--- config.mk ---
export PLATFORM = sky130hd
export DESIGN_NAME = mult_seq
export DESIGN_NICKNAME = d
export VERILOG_FILES = /design/src/rtl/mult_seq_pkg.sv /design/src/rtl/mult_seq_cla.sv /design/src/rtl/mult_seq.sv
export SDC_FILE = /design/constraint.sdc
export NUM_CORES = 1
export LEC_CHECK = 0
export BUFFER_PORTS_ARGS = -buffer_cell sky130_fd_sc_hd__buf_2
export CAP_MARGIN = 10
export CORE_AREA = 2 2 120 122
export DETAILED_ROUTE_END_ITERATION = 8
export DIE_AREA = 0 0 122 124
export GPL_TIMING_DRIVEN = 0
export PLACE_DENSITY = 0.76
export SYNTH_ARGS = -nofsm -noshare
export SYNTH_HDL_FRONTEND = slang
export SYNTH_SLANG_ARGS = --single-unit
--- constraint.sdc ---
create_clock -name clock -period 11.6 [get_ports clock]
set_clock_uncertainty 0.2 [all_clocks]
set_input_delay 0.58 -clock clock [delete_from_list [all_inputs] [get_ports clock]]
set_output_delay 0.58 -clock clock [all_outputs]
set_load 0.05 [all_outputs]
--- src/rtl/mult_seq_pkg.sv ---
// -----------------------------------------------------------------------------
// mult_seq_pkg
// Shared definitions for the sequential Booth multiplier and for any logic
// (ALU issue, stall control) that needs to track the multiplier's progress.
//   MULT_ITER    : default Booth iteration count (equals operand width)
//   mult_state_e : multiplier FSM state encoding
//   sext33       : sign-extend a 32-bit operand into the 33-bit accumulator
// -----------------------------------------------------------------------------
package mult_seq_pkg;

  localparam int MULT_ITER = 32;

  typedef enum logic [1:0] {
    ST_IDLE = 2'd0,
    ST_RUN  = 2'd1,
    ST_DONE = 2'd2
  } mult_state_e;

  function automatic logic [32:0] sext33(input logic [31:0] v);
    return {v[31], v};
  endfunction

endpackage

--- src/rtl/mult_seq_cla.sv ---
// -----------------------------------------------------------------------------
// cla
// 32-bit adder built from eight 4-bit carry-lookahead groups, rippling the
// group carry between groups.
//   A, B     : addends
//   Cin      : carry in (used as the +1 of a two's complement subtract)
//   S        : 32-bit sum
//   prevCout : carry into bit 31 (for signed overflow detection by callers)
//   Cout     : carry out of bit 31
// -----------------------------------------------------------------------------
module cla (
  input  logic [31:0] A,
  input  logic [31:0] B,
  input  logic        Cin,
  output logic [31:0] S,
  output logic        prevCout,
  output logic        Cout
);

  logic [31:0] g;
  logic [31:0] p;
  logic [32:0] c;

  // Generate/propagate and per-group lookahead carries.
  always_comb begin
    g    = A & B;
    p    = A ^ B;
    c    = '0;
    c[0] = Cin;
    for (int blk = 0; blk < 8; blk++) begin
      c[blk*4+1] = g[blk*4] | (p[blk*4] & c[blk*4]);
      c[blk*4+2] = g[blk*4+1] | (p[blk*4+1] & g[blk*4])
                 | (p[blk*4+1] & p[blk*4] & c[blk*4]);
      c[blk*4+3] = g[blk*4+2] | (p[blk*4+2] & g[blk*4+1])
                 | (p[blk*4+2] & p[blk*4+1] & g[blk*4])
                 | (p[blk*4+2] & p[blk*4+1] & p[blk*4] & c[blk*4]);
      c[blk*4+4] = g[blk*4+3] | (p[blk*4+3] & g[blk*4+2])
                 | (p[blk*4+3] & p[blk*4+2] & g[blk*4+1])
                 | (p[blk*4+3] & p[blk*4+2] & p[blk*4+1] & g[blk*4])
                 | (p[blk*4+3] & p[blk*4+2] & p[blk*4+1] & p[blk*4] & c[blk*4]);
    end
    S        = p ^ c[31:0];
    prevCout = c[31];
    Cout     = c[32];
  end

endmodule

--- src/rtl/mult_seq.sv ---
// -----------------------------------------------------------------------------
// mult_seq
// Sequential radix-2 Booth multiplier, one Booth step per clock, sharing a
// single 32-bit CLA for every add/subtract.
//   clock          : clock, all state on rising edge
//   reset          : synchronous active-high reset
//   ctrl_MULT      : start pulse, accepted only in IDLE
//   data_operandA  : multiplicand (two's complement)
//   data_operandB  : multiplier (two's complement)
//   data_result    : low 32 bits of product, held until the next completion
//   data_exception : product does not fit in signed 32 bits
//   data_resultRDY : one-cycle pulse in the DONE cycle
// Start in cycle 0 gives data_resultRDY in cycle ITER+1.
// -----------------------------------------------------------------------------
module mult_seq
  import mult_seq_pkg::*;
#(
  parameter int ITER = MULT_ITER
) (
  input  logic        clock,
  input  logic        reset,
  input  logic        ctrl_MULT,
  input  logic [31:0] data_operandA,
  input  logic [31:0] data_operandB,
  output logic [31:0] data_result,
  output logic        data_exception,
  output logic        data_resultRDY
);

  mult_state_e state_q, state_d;
  logic [5:0]  count_q, count_d;
  logic [32:0] acc_q, acc_d;
  logic [31:0] q_q, q_d;
  logic        qm1_q, qm1_d;
  logic [31:0] a_q, a_d;
  logic [31:0] result_q, result_d;
  logic        exc_q, exc_d;
  logic        rdy_q, rdy_d;

  logic [32:0] addend;
  logic        add_cin;
  logic [31:0] cla_sum;
  logic        cla_cout;
  logic        cla_prevcout_unused;
  logic        sum_msb;
  logic [32:0] sh_acc;
  logic [31:0] sh_q;

  // Booth recoding: pick +A, -A (as ~A + 1) or zero for this step.
  always_comb begin
    addend  = 33'd0;
    add_cin = 1'b0;
    case ({q_q[0], qm1_q})
      2'b01: begin
        addend  = sext33(a_q);
        add_cin = 1'b0;
      end
      2'b10: begin
        addend  = sext33(~a_q);
        add_cin = 1'b1;
      end
      default: begin
        addend  = 33'd0;
        add_cin = 1'b0;
      end
    endcase
  end

  cla u_cla (
    .A        (acc_q[31:0]),
    .B        (addend[31:0]),
    .Cin      (add_cin),
    .S        (cla_sum),
    .prevCout (cla_prevcout_unused),
    .Cout     (cla_cout)
  );

  // Bit 32 of the sum is rebuilt from the CLA carry; the 33-bit accumulator
  // keeps the -(-2^31) subtract from overflowing.
  always_comb begin
    sum_msb = acc_q[32] ^ addend[32] ^ cla_cout;
    sh_acc  = {sum_msb, sum_msb, cla_sum[31:1]};
    sh_q    = {cla_sum[0], q_q[31:1]};
  end

  // FSM next state, datapath next values and registered outputs.
  always_comb begin
    state_d  = state_q;
    count_d  = count_q;
    acc_d    = acc_q;
    q_d      = q_q;
    qm1_d    = qm1_q;
    a_d      = a_q;
    result_d = result_q;
    exc_d    = exc_q;
    rdy_d    = 1'b0;
    case (state_q)
      ST_IDLE: begin
        if (ctrl_MULT) begin
          a_d     = data_operandA;
          acc_d   = 33'd0;
          q_d     = data_operandB;
          qm1_d   = 1'b0;
          count_d = 6'd0;
          state_d = ST_RUN;
        end
      end
      ST_RUN: begin
        acc_d   = sh_acc;
        q_d     = sh_q;
        qm1_d   = q_q[0];
        count_d = count_q + 6'd1;
        // Outputs are registered on the final step so they are valid in DONE.
        if (count_q == 6'(ITER - 1)) begin
          state_d  = ST_DONE;
          rdy_d    = 1'b1;
          result_d = sh_q;
          exc_d    = (sh_acc[31:0] != {32{sh_q[31]}});
        end
      end
      ST_DONE: begin
        state_d = ST_IDLE;
      end
      default: begin
        state_d = ST_IDLE;
      end
    endcase
  end

  // State and datapath registers with synchronous reset.
  always_ff @(posedge clock) begin
    if (reset) begin
      state_q  <= ST_IDLE;
      count_q  <= 6'd0;
      acc_q    <= 33'd0;
      q_q      <= 32'd0;
      qm1_q    <= 1'b0;
      a_q      <= 32'd0;
      result_q <= 32'd0;
      exc_q    <= 1'b0;
      rdy_q    <= 1'b0;
    end else begin
      state_q  <= state_d;
      count_q  <= count_d;
      acc_q    <= acc_d;
      q_q      <= q_d;
      qm1_q    <= qm1_d;
      a_q      <= a_d;
      result_q <= result_d;
      exc_q    <= exc_d;
      rdy_q    <= rdy_d;
    end
  end

  assign data_result    = result_q;
  assign data_exception = exc_q;
  assign data_resultRDY = rdy_q;

endmodule

# Yosys cells after proc, flatten, opt, wreduce, memory -nomap -nowiden
# Index checks and enable logic that the tools add are counted.
# Widths: inputs -> output; s select.
word_totals:
  ff_bits: 140
  out_inout_bits: 34
op_classes:
  add_sub_neg: 1
  n_eq_ne: 7
  mux: 14
  bitwise: 215
  n_reduce_logical: 7
op_table:
  columns: ["cell", "count"]
  rows:
  - ["$pmux 33 s2", 2]
  - ["$and 1x1->1", 128]
  - ["$or 1x1->1", 80]
  - ["$pmux 32 s2", 1]
  - ["$xor 32x32->32", 2]
  - ["$mux 33", 1]
  - ["$and 32x32->32", 1]
  - ["$mux 32", 1]
  - ["$ne 32x32->1", 1]
  - ["$not 32->32", 1]
  - ["$pmux 6 s2", 1]
  - ["$reduce_and 2->1", 4]
  - ["$add 6x1->6 const B", 1]
  - ["$eq 6x5->1 const B", 1]
  - ["$mux 6", 1]
  - ["$eq 2x1->1 const B", 2]
  - ["$mux 2", 2]
  - ["$ne 2x2->1 const B", 2]
  - ["$pmux 2 s2", 1]
  - ["$mux 1", 3]
  - ["$eq 2x2->1 const B", 1]
  - ["$logic_not 2->1", 1]
  - ["$pmux 1 s2", 1]
  - ["$reduce_bool 2->1", 1]
  - ["other kinds (3)", 4]

# Logic depth before layout (Yosys ltp)
logic_depth:
  ltp_word: 24
  depth_mapped: 21
  ltp_nobuf: 19

# Hierarchy
# From an unflattened synthesis, not the netlist that was laid out.
unflattened:
  hier_cells: 978
  hier_area_um2: 7179.4
by_module_without_submodules:
  columns: ["module", "instances", "cells_each", "area_each_um2", "seq_area_each_um2"]
  rows:
  - ["mult_seq", 1, 825, 5840.6, 2782.7]
  - ["cla", 1, 153, 1338.8, 0.0]

# Worst setup path before layout
# OpenSTA, ideal clock, no wires.
synth_timing:
  path_type: "flip-flop to flip-flop"
  from: "register qm1_q"
  to: "register exc_q (netlist: data_exception)"
  t_arrival_ns: 4.278
  setup_slack_ns: 6.995
  stages_incl_launch_ff: 22
  n_path_buf: 2
  period_less_slack_ns: 4.605
  cell_sequence: "dfxtp_1 -> nor2b_1 -> clkbuf_1 -> nand2_1 -> o21ai_0 -> ha_1 -> a21oi_1 -> a21oi_4 -> o32a_1 -> a21o_1 -> a21o_1 -> fa_1 -> clkbuf_1 -> nor3_1 -> a31oi_1 -> a21oi_1 -> nor3b_1 -> a211oi_1 -> o2111ai_1 -> nor4b_1 -> and4b_1 -> a31oi_1"
synth_between:
  elab_chain_len: 24
  word_cells_on_any_way: 218
synth_lines:
  columns: ["element", "line_no", "source"]
  rows:
  - ["start, declared", "mult_seq.sv:34", "logic qm1_q, qm1_d;"]
  - ["start signal, assigned", "mult_seq.sv:147", "qm1_q <= qm1_d;"]
  - ["$eq 2x2->1 / $eq 2x1->1 (equally long branches)", "mult_seq.sv:53", "case ({q_q[0], qm1_q})"]
  - ["$pmux 33 s2", "mult_seq.sv:53", null]
  - ["$xor 32x32->32 / $and 32x32->32 (equally long branches)", "mult_seq_cla.sv:27, mult_seq_cla.sv:26", null]
  - ["$and 1x1->1, on equally long branches", null, null]
  - ["$or 1x1->1, or another cell as far along", "mult_seq_cla.sv:37", "c[blk*4+4] = g[blk*4+3] | (p[blk*4+3] & g[blk*4+2])"]
  - ["$or 1x1->1, or another cell as far along", "mult_seq_cla.sv:38", "| (p[blk*4+3] & p[blk*4+2] & g[blk*4+1])"]
  - ["$or 1x1->1 / $and 1x1->1 (equally long branches)", "mult_seq_cla.sv:39, mult_seq_cla.sv:40", null]
  - ["$or 1x1->1", "mult_seq_cla.sv:40", "| (p[blk*4+3] & p[blk*4+2] & p[blk*4+1] & p[blk*4] & c[blk*4]);"]
  - ["(+8 left out)", null, null]
  - ["$and 1x1->1", "mult_seq_cla.sv:40", null]
  - ["$or 1x1->1", "mult_seq_cla.sv:40", null]
  - ["$and 1x1->1", "mult_seq_cla.sv:40", null]
  - ["$or 1x1->1", "mult_seq_cla.sv:40", null]
  - ["$and 1x1->1, on equally long branches", null, null]
  - ["$or 1x1->1, on equally long branches", null, null]
  - ["$xor 32x32->32 / $xor 1x1->1 (equally long branches)", "mult_seq_cla.sv:42, mult_seq.sv:81", null]
  - ["$ne 32x32->1 *", "mult_seq.sv:118", "exc_d = (sh_acc[31:0] != {32{sh_q[31]}});"]
  - ["end signal, assigned", "mult_seq.sv:140", "exc_q <= 1'b0;"]
  - ["end signal, assigned", "mult_seq.sv:150", "exc_q <= exc_d;"]
  - ["end, declared", "mult_seq.sv:37", "logic exc_q, exc_d;"]
# Every way passes the cells marked *; elsewhere a longest branch is shown, timed or not.
# A chain may end at the register's enable or synchronous reset.

# Final worst setup path
# Ends and elaborated chain as after synthesis.

==> results.ini <==
[synth]
ys.flop_type=dfxtp_1
synth_fp_nets=1110
synth_edf_count=0
ys_seq_elements=139
syn_avg_cell_area_um2=7.51
syn_area_mm2=0.00753
seq_area_frac_synth_pct=37.0
synth_cell_types=72
ys_async_sr_fraction_pct=0
ys_warn_count=0
synthCells=1002

[pwr]
switchingPower_mw=0.392
totalPowerFinal_mw=1.27
p_leak_nw=3.63
clkPwrFrac_pct=39.8
p_comb_share_pct=19.2
switching_share_pct=30.8
p_per_area_mw_per_mm2=145
p_int_mw=0.881
ir_worst_vdd_uv=103
seq_power_share_pct=41.0

[sta]
min_period_over_period_pct=47.0
period_needed_ns=5.45
tns_ns=0
setup_viol_count_final=0
hold_violations=0
final_max_slew_viol_count=0
maxSlewHeadroom_pct=50.7
fmax_ghz=0.183
rsz0062_at_grt=no
worst_pin_slew_ns=0.736

[placement]
routabilityCongestion=0.891
dp_hpwl_um=14800
io_buffer_count=99

[layout]
fillCellCount=1290
finalCoreUtilization_pct=64.1
regArea_mm2=0.00278
final_common_cell=nand2_1
final_nets=1228
drive_above_1_share_pct=14.0
final_cell_mix=194 x nand2_1, 158 x nor2_1, 139 x dfxtp_1
antenna_cells=0
area_growth_pct=16.8
multi_input_area_mm2=0.00443

[worst_setup_path]
worstRegToRegCells=19
path_cells=nor2b_1 -> clkbuf_1 -> nand2_1 -> o21ai_0 -> ha_1 -> a21oi_1 -> o21ai_0 -> nor3_4 -> a21oi_4 -> a21oi_1 -> inv_1 -> fa_1 -> o21ai_0 -> o211ai_1 -> a211oi_1 -> o2111ai_1 -> nor4b_1 -> and4b_1 -> a31oi_1
crit_arrival_ns=5.56
crit_top_cell=o21ai_0
cp-end-kind=flop
crit_slowest_cell=fa_1
critical_path_class=flop to flop
critPathMaxStageDelay_ns=0.52
critPathLaunch=qm1_q$_SDFFE_PP0P_
crit_buf_inv=2
cp_top_family=compound AO/OA/AOI/OAI gates
r2r_slack_ns=6.15
cp.depth=19
cp_max_fo=10
timing.rr.end=data_exception$_SDFFE_PP0P_
crit_end=data_exception$_SDFFE_PP0P_
required_ns=11.71
cp-start-kind=flop
rr_startpoint=qm1_q$_SDFFE_PP0P_

[die]
io_pins=101
chipHeight_um=124
initial_core_util_pct=54.9
die_width_um=122
coreArea_mm2=0.0137
rows=43
fp.dieArea_mm2=0.0151

[clocking]
cts.repair.resized=0
numCtsBuffers=17
clkSinkCount=139
cts_root_buffer=clkbuf_16
cts_setup_buffers=0
clockBufferDepth=2
holdBufCountCts=0
cts.htree.levels=4
cts_tree=built
clkTransAtPathRegs_ns=0.06
clock_latency_ns=0.43

[routing]
routed.top_layer=met4
vias_per_cell=5.70
dr.pass1.iters=5
postRouteAntennaNets=0
vias=7472
wl_per_cell_um=15.6
wl_met1_um=8820
remaining_drc_errors=0
routed_wirelength_um=20500
drt_iter0_drc=455
wl_met2_um=9910
route.met3.wl_um=1250

[worst_hold_path]
min_path_type=primary input to flop

[grt]
grt_pass1_wl_um=33200
grt_antenna_before_repair=0
grt_pass1_vias=6965
grt_overflow=0
grtUsageTotal_pct=28.0
grt_max_degree=17

[flow_run]
drv_cap=0

[outcome]
status=finished clean

==> Yosys cell counts, drive strengths merged (4+ instances only) <==
cell type | number | area share, %
o21bai | 4 | 0.40
ha | 33 | 5.5
or3 | 6 | 0.50
nor3 | 11 | 0.88
nand2 | 194 | 9.7
a211oi | 7 | 0.83
nand3 | 34 | 2.3
buf | 6 | 0.52
inv | 10 | 0.50
nor2 | 158 | 7.9
dfxtp | 139 | 37
a21o | 8 | 0.80
nand4 | 6 | 0.58
xnor2 | 10 | 1.2
o2111ai | 4 | 0.78
o21a | 5 | 0.50
a31oi | 23 | 2.0
nand2b | 8 | 0.66
nor4 | 33 | 2.7
a21oi | 110 | 7.7
xor2 | 8 | 0.93
and3 | 4 | 0.33
nor2b | 8 | 0.66
mux2i | 5 | 0.66
fa | 8 | 2.1
nand4b | 4 | 0.66
clkbuf | 62 | 3.1
o21ai | 49 | 3.3
==> routing by layer <==
layer,vias to the layer above,global-route usage [%]
met5,-,0
met4,0,10.6
met3,45,6.91
met2,236,47.9
met1,3480,34.1
li1,3711,-
==> worst min path at each step <==
stage	startpoint	endpoint	slack (ns)	depth (start not counted)
floorplan	q_q[31]$_SDFFE_PP0P_	data_result[30]$_SDFFE_PP0P_	0.25	2
global placement	data_result[29]$_SDFFE_PP0P_	data_result[29]$_SDFFE_PP0P_	0.24	2
detailed placement	data_result[28]$_SDFFE_PP0P_	data_result[28]$_SDFFE_PP0P_	0.24	2
finish	data_operandA[8]	a_q[8]$_SDFFE_PP0P_	0.19	3
CTS	data_operandA[10]	a_q[10]$_SDFFE_PP0P_	0.18	3
global route	data_operandA[2]	a_q[2]$_SDFFE_PP0P_	0.19	3
==> worst reg2reg max path: stages (launching register included) <==
cell       delay (ns)
dfxtp_1          0.44
nor2b_1          0.42
clkbuf_1         0.51
nand2_1          0.11
o21ai_0          0.14
ha_1             0.34
a21oi_1          0.24
o21ai_0          0.22
nor3_4           0.31
a21oi_4          0.15
a21oi_1          0.29
inv_1            0.10
fa_1             0.52
o21ai_0          0.22
o211ai_1         0.12
a211oi_1         0.27
o2111ai_1        0.16
nor4b_1          0.28
and4b_1          0.24
a31oi_1          0.08
==> area by class of cell <==
cell class	instances	share of cell area (%)
timing repair buffer	99	5.63
clock buffer	20	5.19
sequential	139	31.6
tap	180	2.56
inverter	10	0.427
clock inverter	11	1.01
multi-input combinational	785	50.4
buffer	68	3.12
==> through the flow <==
step	setup slack, ns	cells	hold WS (ns)	area [µm²]
floorplan	6.99	1002	0.245	7530
global placement	6.28	1281	0.243	8250
detailed placement	6.26	1281	0.244	8250
CTS	6.19	1312	0.182	8790
global route	5.74	1312	0.191	8790
finish	6.15	1312	0.188	8790
==> cells by family after synthesis <==
kind of cell,share of synthesized area (%)
AO/OA/AOI/OAI,18.8
XOR/XNOR,2.09
adder cells (fa/ha/maj),7.61
buffers and inverters,4.14
flip-flops,37.0
multiplexers,1.16
AND/OR/NAND/NOR,29.2
==> state kept, by name (all words and copies together), names as in the netlist <==
name	cells
acc_q	32
a_q	32
state_q	2
q_q	32
data_resultRDY	1
data_exception	1
count_q	6
qm1_q	1
data_result	32
==> power by group through the flow <==
stage | registers (mW) | clock network (mW) | logic [mW]
2_1_floorplan | 0.526 | 0 | 0.176
6_report | 0.522 | 0.506 | 0.244
5_1_grt | 0.525 | 0.531 | 0.273
4_1_cts | 0.521 | 0.510 | 0.242
3_5_place_dp | 0.531 | 0 | 0.239
3_3_place_gp | 0.531 | 0 | 0.235
(Power assumes the default switching activity.)
